**config.mk**
```make
export PLATFORM = sky130hd
export DESIGN_NAME = phase_scheduler
export DESIGN_NICKNAME = d
export VERILOG_FILES = /design/src/rtl/phase_scheduler.sv
export SDC_FILE = /design/constraint.sdc
export NUM_CORES = 1
export LEC_CHECK = 0
export BUFFER_PORTS_ARGS = -buffer_cell sky130_fd_sc_hd__buf_4
export CAP_MARGIN = 15
export CORE_ASPECT_RATIO = 0.9
export CORE_MARGIN = 2
export CORE_UTILIZATION = 45
export DETAILED_ROUTE_END_ITERATION = 10
export PLACE_DENSITY = 0.66
export SLEW_MARGIN = 20
export SYNTH_ARGS = -nofsm -noshare
export SYNTH_HDL_FRONTEND = slang
export SYNTH_SLANG_ARGS = --single-unit
```
**constraint.sdc**
```tcl
create_clock -name clk -period 2.08 [get_ports clk]
set_input_delay 0.416 -clock clk [delete_from_list [all_inputs] [get_ports clk]]
set_output_delay 0.416 -clock clk [all_outputs]
set_load 0.01 [all_outputs]
```
**src/rtl/phase_scheduler.sv**
```systemverilog
// ---------------------------------------------------------------------------
// phase_scheduler
//
// Intersection right-of-way sequencer. The main road owns the green by
// default. Side-road and pedestrian requests are latched, and the two are
// served round-robin. Every serve is bracketed by a yellow (where a road
// was green) and an all-red clearance. All phase timing counts the 1 s
// timebase strobe 'tick'.
//
// Parameters
//   MIN_GREEN  minimum green ticks for main and side roads (1..255)
//   MAX_GREEN  maximum side-road green ticks (MIN_GREEN..255)
//   YELLOW_T   yellow ticks (1..255)
//   ALL_RED_T  all-red clearance ticks (1..255)
//   WALK_T     pedestrian walk ticks (1..255)
//
// Ports
//   clk                       system clock
//   reset                     synchronous, active-high reset
//   tick                      timebase strobe, one clk wide
//   req_side                  side-road vehicle detector (level)
//   req_ped                   pedestrian button (pulse or level)
//   g_main, y_main, r_main    main-road lamps
//   g_side, y_side, r_side    side-road lamps
//   g_pedes, r_pedes          pedestrian lamps
//   ped_wait                  pedestrian request pending
//   phase                     current state code
// ---------------------------------------------------------------------------
module phase_scheduler #(
   parameter int unsigned MIN_GREEN = 10,
   parameter int unsigned MAX_GREEN = 30,
   parameter int unsigned YELLOW_T  = 2,
   parameter int unsigned ALL_RED_T = 1,
   parameter int unsigned WALK_T    = 10
) (
   input  logic       clk,
   input  logic       reset,
   input  logic       tick,
   input  logic       req_side,
   input  logic       req_ped,
   output logic       g_main,
   output logic       y_main,
   output logic       r_main,
   output logic       g_side,
   output logic       y_side,
   output logic       r_side,
   output logic       g_pedes,
   output logic       r_pedes,
   output logic       ped_wait,
   output logic [2:0] phase
);

   typedef enum logic [2:0] {
      MAIN_G = 3'd0,
      MAIN_Y = 3'd1,
      CLEAR  = 3'd2,
      SIDE_G = 3'd3,
      SIDE_Y = 3'd4,
      WALK   = 3'd5
   } state_t;

   // Destination of the current CLEAR phase.
   localparam logic DEST_MAIN  = 1'b0;
   localparam logic DEST_SERVE = 1'b1;

   // The counter holds ticks already seen in the state, so a state of
   // duration D exits on the tick where the counter reads D-1.
   localparam logic [7:0] MIN_LAST  = 8'(MIN_GREEN - 1);
   localparam logic [7:0] MAX_LAST  = 8'(MAX_GREEN - 1);
   localparam logic [7:0] YEL_LAST  = 8'(YELLOW_T - 1);
   localparam logic [7:0] AR_LAST   = 8'(ALL_RED_T - 1);
   localparam logic [7:0] WALK_LAST = 8'(WALK_T - 1);

   state_t     state_reg, state_next;
   logic [7:0] cnt_reg, cnt_next;
   logic       ped_p_reg, ped_p_next;
   logic       side_p_reg, side_p_next;
   logic       dest_reg, dest_next;
   logic       last_ped_reg, last_ped_next;
   logic       enter_walk, enter_side;

   // ------------------------------------------------------------------
   // State register
   // ------------------------------------------------------------------
   always_ff @(posedge clk) begin
      if (reset) begin
         state_reg    <= MAIN_G;
         cnt_reg      <= 8'd0;
         ped_p_reg    <= 1'b0;
         side_p_reg   <= 1'b0;
         dest_reg     <= DEST_MAIN;
         last_ped_reg <= 1'b0;
      end else begin
         state_reg    <= state_next;
         cnt_reg      <= cnt_next;
         ped_p_reg    <= ped_p_next;
         side_p_reg   <= side_p_next;
         dest_reg     <= dest_next;
         last_ped_reg <= last_ped_next;
      end
   end

   // ------------------------------------------------------------------
   // Next-state logic. Every transition is gated by tick.
   // ------------------------------------------------------------------
   always_comb begin
      state_next    = state_reg;
      dest_next     = dest_reg;
      last_ped_next = last_ped_reg;

      case (state_reg)
         MAIN_G: begin
            if (tick && (cnt_reg >= MIN_LAST) && (ped_p_reg || side_p_reg))
               state_next = MAIN_Y;
         end
         MAIN_Y: begin
            if (tick && (cnt_reg == YEL_LAST)) begin
               state_next = CLEAR;
               dest_next  = DEST_SERVE;
            end
         end
         CLEAR: begin
            if (tick && (cnt_reg == AR_LAST)) begin
               if (dest_reg == DEST_MAIN) begin
                  state_next = MAIN_G;
               end else if (ped_p_reg && (!side_p_reg || !last_ped_reg)) begin
                  // Pedestrian wins when alone, or when the side road
                  // was the most recent grant.
                  state_next    = WALK;
                  last_ped_next = 1'b1;
               end else if (side_p_reg) begin
                  state_next    = SIDE_G;
                  last_ped_next = 1'b0;
               end else begin
                  state_next = MAIN_G;
               end
            end
         end
         SIDE_G: begin
            // The live detector is used here so that the side green ends
            // as soon as the queue has cleared after the minimum.
            if (tick && ((cnt_reg == MAX_LAST) ||
                         ((cnt_reg >= MIN_LAST) && (!req_side || ped_p_reg))))
               state_next = SIDE_Y;
         end
         SIDE_Y: begin
            if (tick && (cnt_reg == YEL_LAST)) begin
               state_next = CLEAR;
               dest_next  = DEST_MAIN;
            end
         end
         WALK: begin
            if (tick && (cnt_reg == WALK_LAST)) begin
               state_next = CLEAR;
               dest_next  = DEST_MAIN;
            end
         end
         default: begin
            // Unused codes recover to the main-road green.
            state_next = MAIN_G;
         end
      endcase
   end

   // ------------------------------------------------------------------
   // Pending flags and the per-state tick counter
   // ------------------------------------------------------------------
   always_comb begin
      enter_walk = (state_next == WALK)   && (state_reg != WALK);
      enter_side = (state_next == SIDE_G) && (state_reg != SIDE_G);

      // A request arriving in the grant cycle keeps the flag set.
      ped_p_next  = req_ped  | (ped_p_reg  & ~enter_walk);
      side_p_next = req_side | (side_p_reg & ~enter_side);

      if (state_next != state_reg)
         cnt_next = 8'd0;
      else if (tick && (cnt_reg != 8'hFF))
         cnt_next = cnt_reg + 8'd1;
      else
         cnt_next = cnt_reg;
   end

   // ------------------------------------------------------------------
   // Lamp decode from the registered state only
   // ------------------------------------------------------------------
   always_comb begin
      g_main  = 1'b0;
      y_main  = 1'b0;
      r_main  = 1'b0;
      g_side  = 1'b0;
      y_side  = 1'b0;
      r_side  = 1'b0;
      g_pedes = 1'b0;
      r_pedes = 1'b0;
      case (state_reg)
         MAIN_G: begin g_main = 1'b1; r_side = 1'b1; r_pedes = 1'b1; end
         MAIN_Y: begin y_main = 1'b1; r_side = 1'b1; r_pedes = 1'b1; end
         CLEAR:  begin r_main = 1'b1; r_side = 1'b1; r_pedes = 1'b1; end
         SIDE_G: begin r_main = 1'b1; g_side = 1'b1; r_pedes = 1'b1; end
         SIDE_Y: begin r_main = 1'b1; y_side = 1'b1; r_pedes = 1'b1; end
         WALK:   begin r_main = 1'b1; r_side = 1'b1; g_pedes = 1'b1; end
         // Unused codes show all red for the single cycle they can exist.
         default: begin r_main = 1'b1; r_side = 1'b1; r_pedes = 1'b1; end
      endcase
   end

   assign ped_wait = ped_p_reg;
   assign phase    = state_reg;

endmodule

```
Word level (Yosys, flattened, before mapping)

Cells that the tools add are included.

Register bits: 15
Output and inout port bits: 12
Input port bits: 5
Word-level logic and storage cells: 82

Equality and inequality tests: 17
Bitwise operators: 6
Reductions and logical operators: 28
Multiplexer cells: 23
Order comparisons: 1
$add $sub $neg: 1

Operators with widths:

| kind                                                | number |
|---|---|
| 2-to-1 mux 3 bit                                    | 7 |
| case mux 3 bit (5 select lines)                     | 1 |
| 2-to-1 mux 1 bit                                    | 13 |
| logical AND 1 bit                                   | 11 |
| equality test 3 x 2 -> 1 bit, second input constant | 3 |
| equality test 3 bit, second input constant          | 3 |
| adder 8 x 1 -> 8 bit, second input constant         | 1 |
| equality test 8 x 1 -> 1 bit, second input constant | 1 |
| equality test 8 x 4 -> 1 bit, second input constant | 1 |
| equality test 8 x 5 -> 1 bit, second input constant | 1 |
| >= comparator 8 x 4 -> 1 bit, second input constant | 1 |
| logical NOT 8 bit                                   | 1 |
| != test 8 bit, second input constant                | 1 |
| AND reduction 4 bit                                 | 2 |
| OR reduction 2 bit                                  | 4 |
| != test 2 bit, second input constant                | 3 |
| logical OR 1 bit                                    | 4 |
| equality test 3 x 1 -> 1 bit, second input constant | 1 |
| logical NOT 1 bit                                   | 3 |
| logical NOT 3 bit                                   | 1 |
| != test 3 x 2 -> 1 bit, second input constant       | 1 |
| != test 3 bit                                       | 1 |
| != test 3 bit, second input constant                | 1 |
| case mux 1 bit (3 select lines)                     | 1 |
| other kinds (6)                                     | 9 |

Depth between registers and ports, before layout

Depth after elaboration: 12
Depth in mapped cells: 7
Gate-level depth less buffers: 7

Least setup slack after synthesis

OpenSTA, ideal clock, no wires.

Path type: register -> register
Start: reg cnt_reg[1]
End: reg cnt_reg[2]
Data required time: 1.992 ns
Buffers on the path: 0
Cell stages (with the launch flop): 8
Setup time: 0.088 ns
Period minus slack after synthesis: 1.785 ns
Setup slack: 0.295 ns
Arrival time: 1.696 ns
Cell sequence: dfxtp_1 -> inv_1 -> ha_1 -> nor3b_1 -> a2bb2oi_4 -> a2bb2oi_2 -> o211ai_4 -> a311oi_2

Word-level cells in the longest chain between the ends: 8
Elaborated cells on any way between the ends: 24
Those cells by class: 1 x add/sub; 1 x order compare; 5 x eq/ne; 6 x mux; 11 x reduce/logical

RTL lines:

| what                                | RTL line | text |
|---|---|---|
| start: declaration                  | 75       | `logic [7:0] cnt_reg, cnt_next;` |
| start signal: assignment            | 95       | `cnt_reg <= cnt_next;` |
| >= comparator 8 x 4 -> 1 bit        | 113, 143 |  |
| logical AND 1 bit                   | 143      | `((cnt_reg >= MIN_LAST) && (!req_side \|\| ped_p_reg))))` |
| logical OR 1 bit                    | 142      | `if (tick && ((cnt_reg == MAX_LAST) \|\|` |
| logical AND 1 bit                   | 142      |  |
| 2-to-1 mux 3 bit                    | 142      |  |
| case mux 3 bit (5 select lines)     | 111      | `case (state_reg)` |
| != test 3 bit                       | 176      | `if (state_next != state_reg)` |
| OR reduction 2 bit (no source line) | n/a      |  |

Several ways; a longest one is shown, not always the timed one.
A chain may end at the register's enable or synchronous reset.

Worst setup path after layout

Start: reg cnt_reg[0]
End: reg cnt_reg[2]

The elaborated chain is that of the path after synthesis.

==> impl_metrics.py <==
metrics = {
    "run_status": {
        "outcome": "completed",
    },
    "synth": {
        "syn_inst": 121,
        "synth-async-reset-ratio": 0,
        "yosysUniqueCellTypes": 47,
        "syn_nets": 130,
        "synth_enable_flop_cells": 0,
        "ys.flop_type": "dfxtp_1",
        "seq_area_frac_synth": 0.284,
        "yosysWarnings": 0,
        "synth_seq_cells": 15,
        "syn_avg_cell_area_um2": 8.74,
        "netlist_area_um2": 1060,
    },
    "sta": {
        "fin_setup_tns_ps": 0,
        "relSlewSlack": 0.701,
        "fmax_mhz": 505,
        "fin_crit_sh": 0.951,
        "setup_viol": 0,
        "skew_ps": 3.28,
        "grt_setup_unrepaired": "no",
        "worst_pin_slew_ps": 448,
        "hold_viol_final": 0,
        "setup_ws_ps": 102,
        "period_needed_ps": 1980,
        "final_max_slew_viol_count": 0,
    },
    "detailed_routing": {
        "drt-total-wl_um": 2210,
        "detail-route-antenna-nets": 0,
        "dr.first_iter.drc_count": 32,
        "route.detailed.drc": 0,
        "via_per_inst": 5.77,
        "vias": 946,
        "wl_per_cell_um": 13.5,
        "drt-pass1-iter-count": 4,
    },
    "clock_tree": {
        "cts_tree": "yes",
        "h-tree-depth": 1,
        "cts.sinks": 15,
        "clock_latency_ps": 280,
        "cts_buffers": 3,
        "postCtsSetupRepairBufs": 0,
        "cts_max_path_buffers": 2,
        "path_clk_slew_ps": 90,
        "clockRootBuffer": "clkbuf_4",
    },
    "placement": {
        "dp_slack_ps": 91.4,
        "place_congestion": 0.881,
        "numPortBuffers": 16,
        "hpwl_um": 1650,
    },
    "floorplan": {
        "die_w_um": 55.1,
        "start_util": 0.480,
        "row_count": 16,
        "ios": 17,
        "die_area_um2": 2750,
        "core_um2": 2200,
        "die_h_um": 50.0,
    },
    "global_route": {
        "grt_usage": 0.178,
        "grt_overflow": 0,
        "grt_pass1_wl_um": 3620,
        "grt_pass1_vias": 821,
        "grt_max_degree": 13,
        "antenna_found_initial": 0,
    },
    "final_layout": {
        "final_nets": 147,
        "antenna_cells": 0,
        "syn_to_final_growth_pct": 17.2,
        "largest_reg_flops": 8,
        "fill_cells": 222,
        "drive_above_1_share": 0.285,
    },
    "critical_path": {
        "start_kind": "register",
        "critPathMaxFanout": 8,
        "end_kind": "register",
        "path_class": "register to register",
        "worstPathRequired_ps": 2280,
        "critPathArrivalTime_ps": 2180,
    },
    "pwr": {
        "powerDensity_nw_per_um2": 453,
        "irDropWorstVdd_uv": 364,
        "p_leak_nw": 0.499,
        "total_power_mw": 0.561,
    },
    "worst_hold_path": {
        "hold_path_class": "input pin to register",
    },
    "run": {
        "cap_viol_max_count": 0,
    },
}
## per-layer routing
| metal | track usage | vias up | wire, um |
|---|---|---|---|
| met2 | 0.236 | 24 | 1030 |
| met3 | 0.0424 | 2 | 91 |
| met1 | 0.270 | 447 | 1070 |
| met5 | 0 | - | 0 |
| li1 | - | 473 | - |
| met4 | 0.0691 | 0 | 14 |
## placed cells by master (no fill, tap or decap), types with 2 or more instances in the layout
| cell type | synthesis | layout |
|---|---|---|
| a31oi_1 | 2 | 2 |
| nand4_1 | 2 | 2 |
| clkbuf_4 | 0 | 3 |
| nand3_1 | 3 | 3 |
| nand2b_1 | 3 | 3 |
| a211oi_1 | 2 | 2 |
| mux2i_1 | 2 | 2 |
| dfxtp_1 | 15 | 14 |
| ha_1 | 4 | 4 |
| a311oi_1 | 2 | 2 |
| nor2_1 | 13 | 13 |
| nor2b_1 | 5 | 5 |
| nand2_1 | 10 | 10 |
| nor3_1 | 2 | 2 |
| a311oi_2 | 2 | 2 |
| a21oi_1 | 7 | 7 |
| buf_4 | 0 | 19 |
| xor2_1 | 3 | 3 |
| or2_2 | 2 | 2 |
| xnor2_1 | 4 | 4 |
| inv_1 | 6 | 6 |
## cell type report
cell class                      count  area (um2)  area share
Inverter                            6        22.5      0.0182
Clock buffer                        3        22.5      0.0182
Timing Repair Buffer               19         143       0.115
Multi-Input combinational cell     93         711       0.574
Tap cell                           27        33.8      0.0273
Sequential cell                    15         302       0.243
Clock inverter                      1        5.00     0.00404
## logic make-up after synthesis
kind of cell / Yosys count / synth area share
AO/OA/AOI/OAI: 28 / 0.247
XOR/XNOR: 7 / 0.0580
adder cells (fa/ha/maj): 4 / 0.0473
buffers and inverters: 13 / 0.0485
flip-flops: 15 / 0.284
multiplexers: 3 / 0.0296
AND/OR/NAND/NOR: 51 / 0.285
## Yosys cell counts, types with 2 or more instances
| library cell | instances | area share |
|---|---|---|
| dfxtp_1 | 15 | 0.28 |
| nor2_1 | 13 | 0.046 |
| nand2_1 | 10 | 0.036 |
| a21oi_1 | 7 | 0.033 |
| inv_1 | 6 | 0.021 |
| nor2b_1 | 5 | 0.030 |
| clkbuf_1 | 4 | 0.014 |
| ha_1 | 4 | 0.047 |
| xnor2_1 | 4 | 0.033 |
| nand2b_1 | 3 | 0.018 |
| nand3_1 | 3 | 0.014 |
| xor2_1 | 3 | 0.025 |
| a211oi_1 | 2 | 0.014 |
| a311oi_1 | 2 | 0.017 |
| a311oi_2 | 2 | 0.028 |
| a31oi_1 | 2 | 0.012 |
| buf_2 | 2 | 0.0095 |
| mux2i_1 | 2 | 0.019 |
| nand4_1 | 2 | 0.012 |
| nor3_1 | 2 | 0.0095 |
| or2_2 | 2 | 0.012 |
## worst max-delay path: stages (launching register included)
cell and delay, ps:
dfxtp_1 450, inv_1 90, ha_1 230, nand4bb_1 210, a311oi_2 90, a221oi_1 440
o211ai_4 180, a311oi_2 200
## path summary, 6_finish.rpt
path	start	end	slack, ps	cells past startpoint
setup reg to reg	cnt_reg[0]	cnt_reg[2]	100	7
setup / recovery	cnt_reg[0]	cnt_reg[2]	100	7
hold reg to reg	last_ped_reg	last_ped_reg	500	1
hold / removal	req_ped	ped_wait	340	3
## where the power goes
| part | internal [mW] | switching (mW) | leakage [nW] |
|---|---|---|---|
| combinational | 0.0428 | 0.0443 | 0.359 |
| clock | 0.0713 | 0.0971 | 0.0177 |
| sequential | 0.294 | 0.0114 | 0.122 |
| total | 0.408 | 0.153 | 0.499 |
## through the flow
| step | cells | util | hold WS (ps) | instance area, um2 |
|---|---|---|---|---|
| 2_1_floorplan | 121 | - | 462 | 1060 |
| 3_3_place_gp | 160 | 0.547 | 478 | 1200 |
| 3_5_place_dp | 160 | 0.547 | 488 | 1200 |
| 4_1_cts | 164 | 0.560 | 335 | 1230 |
| 5_1_grt | 164 | 0.563 | 342 | 1240 |
| 6_report | 164 | 0.563 | 337 | 1240 |
## repair_timing
item | CTS | global route
setup endpoints to repair | 0 | 3
hold buffers | 0 | 0
gates resized for setup | 0 | 2
hold endpoints to repair | 0 | 0
No activity file was read; power rests on OpenSTA's default activity.
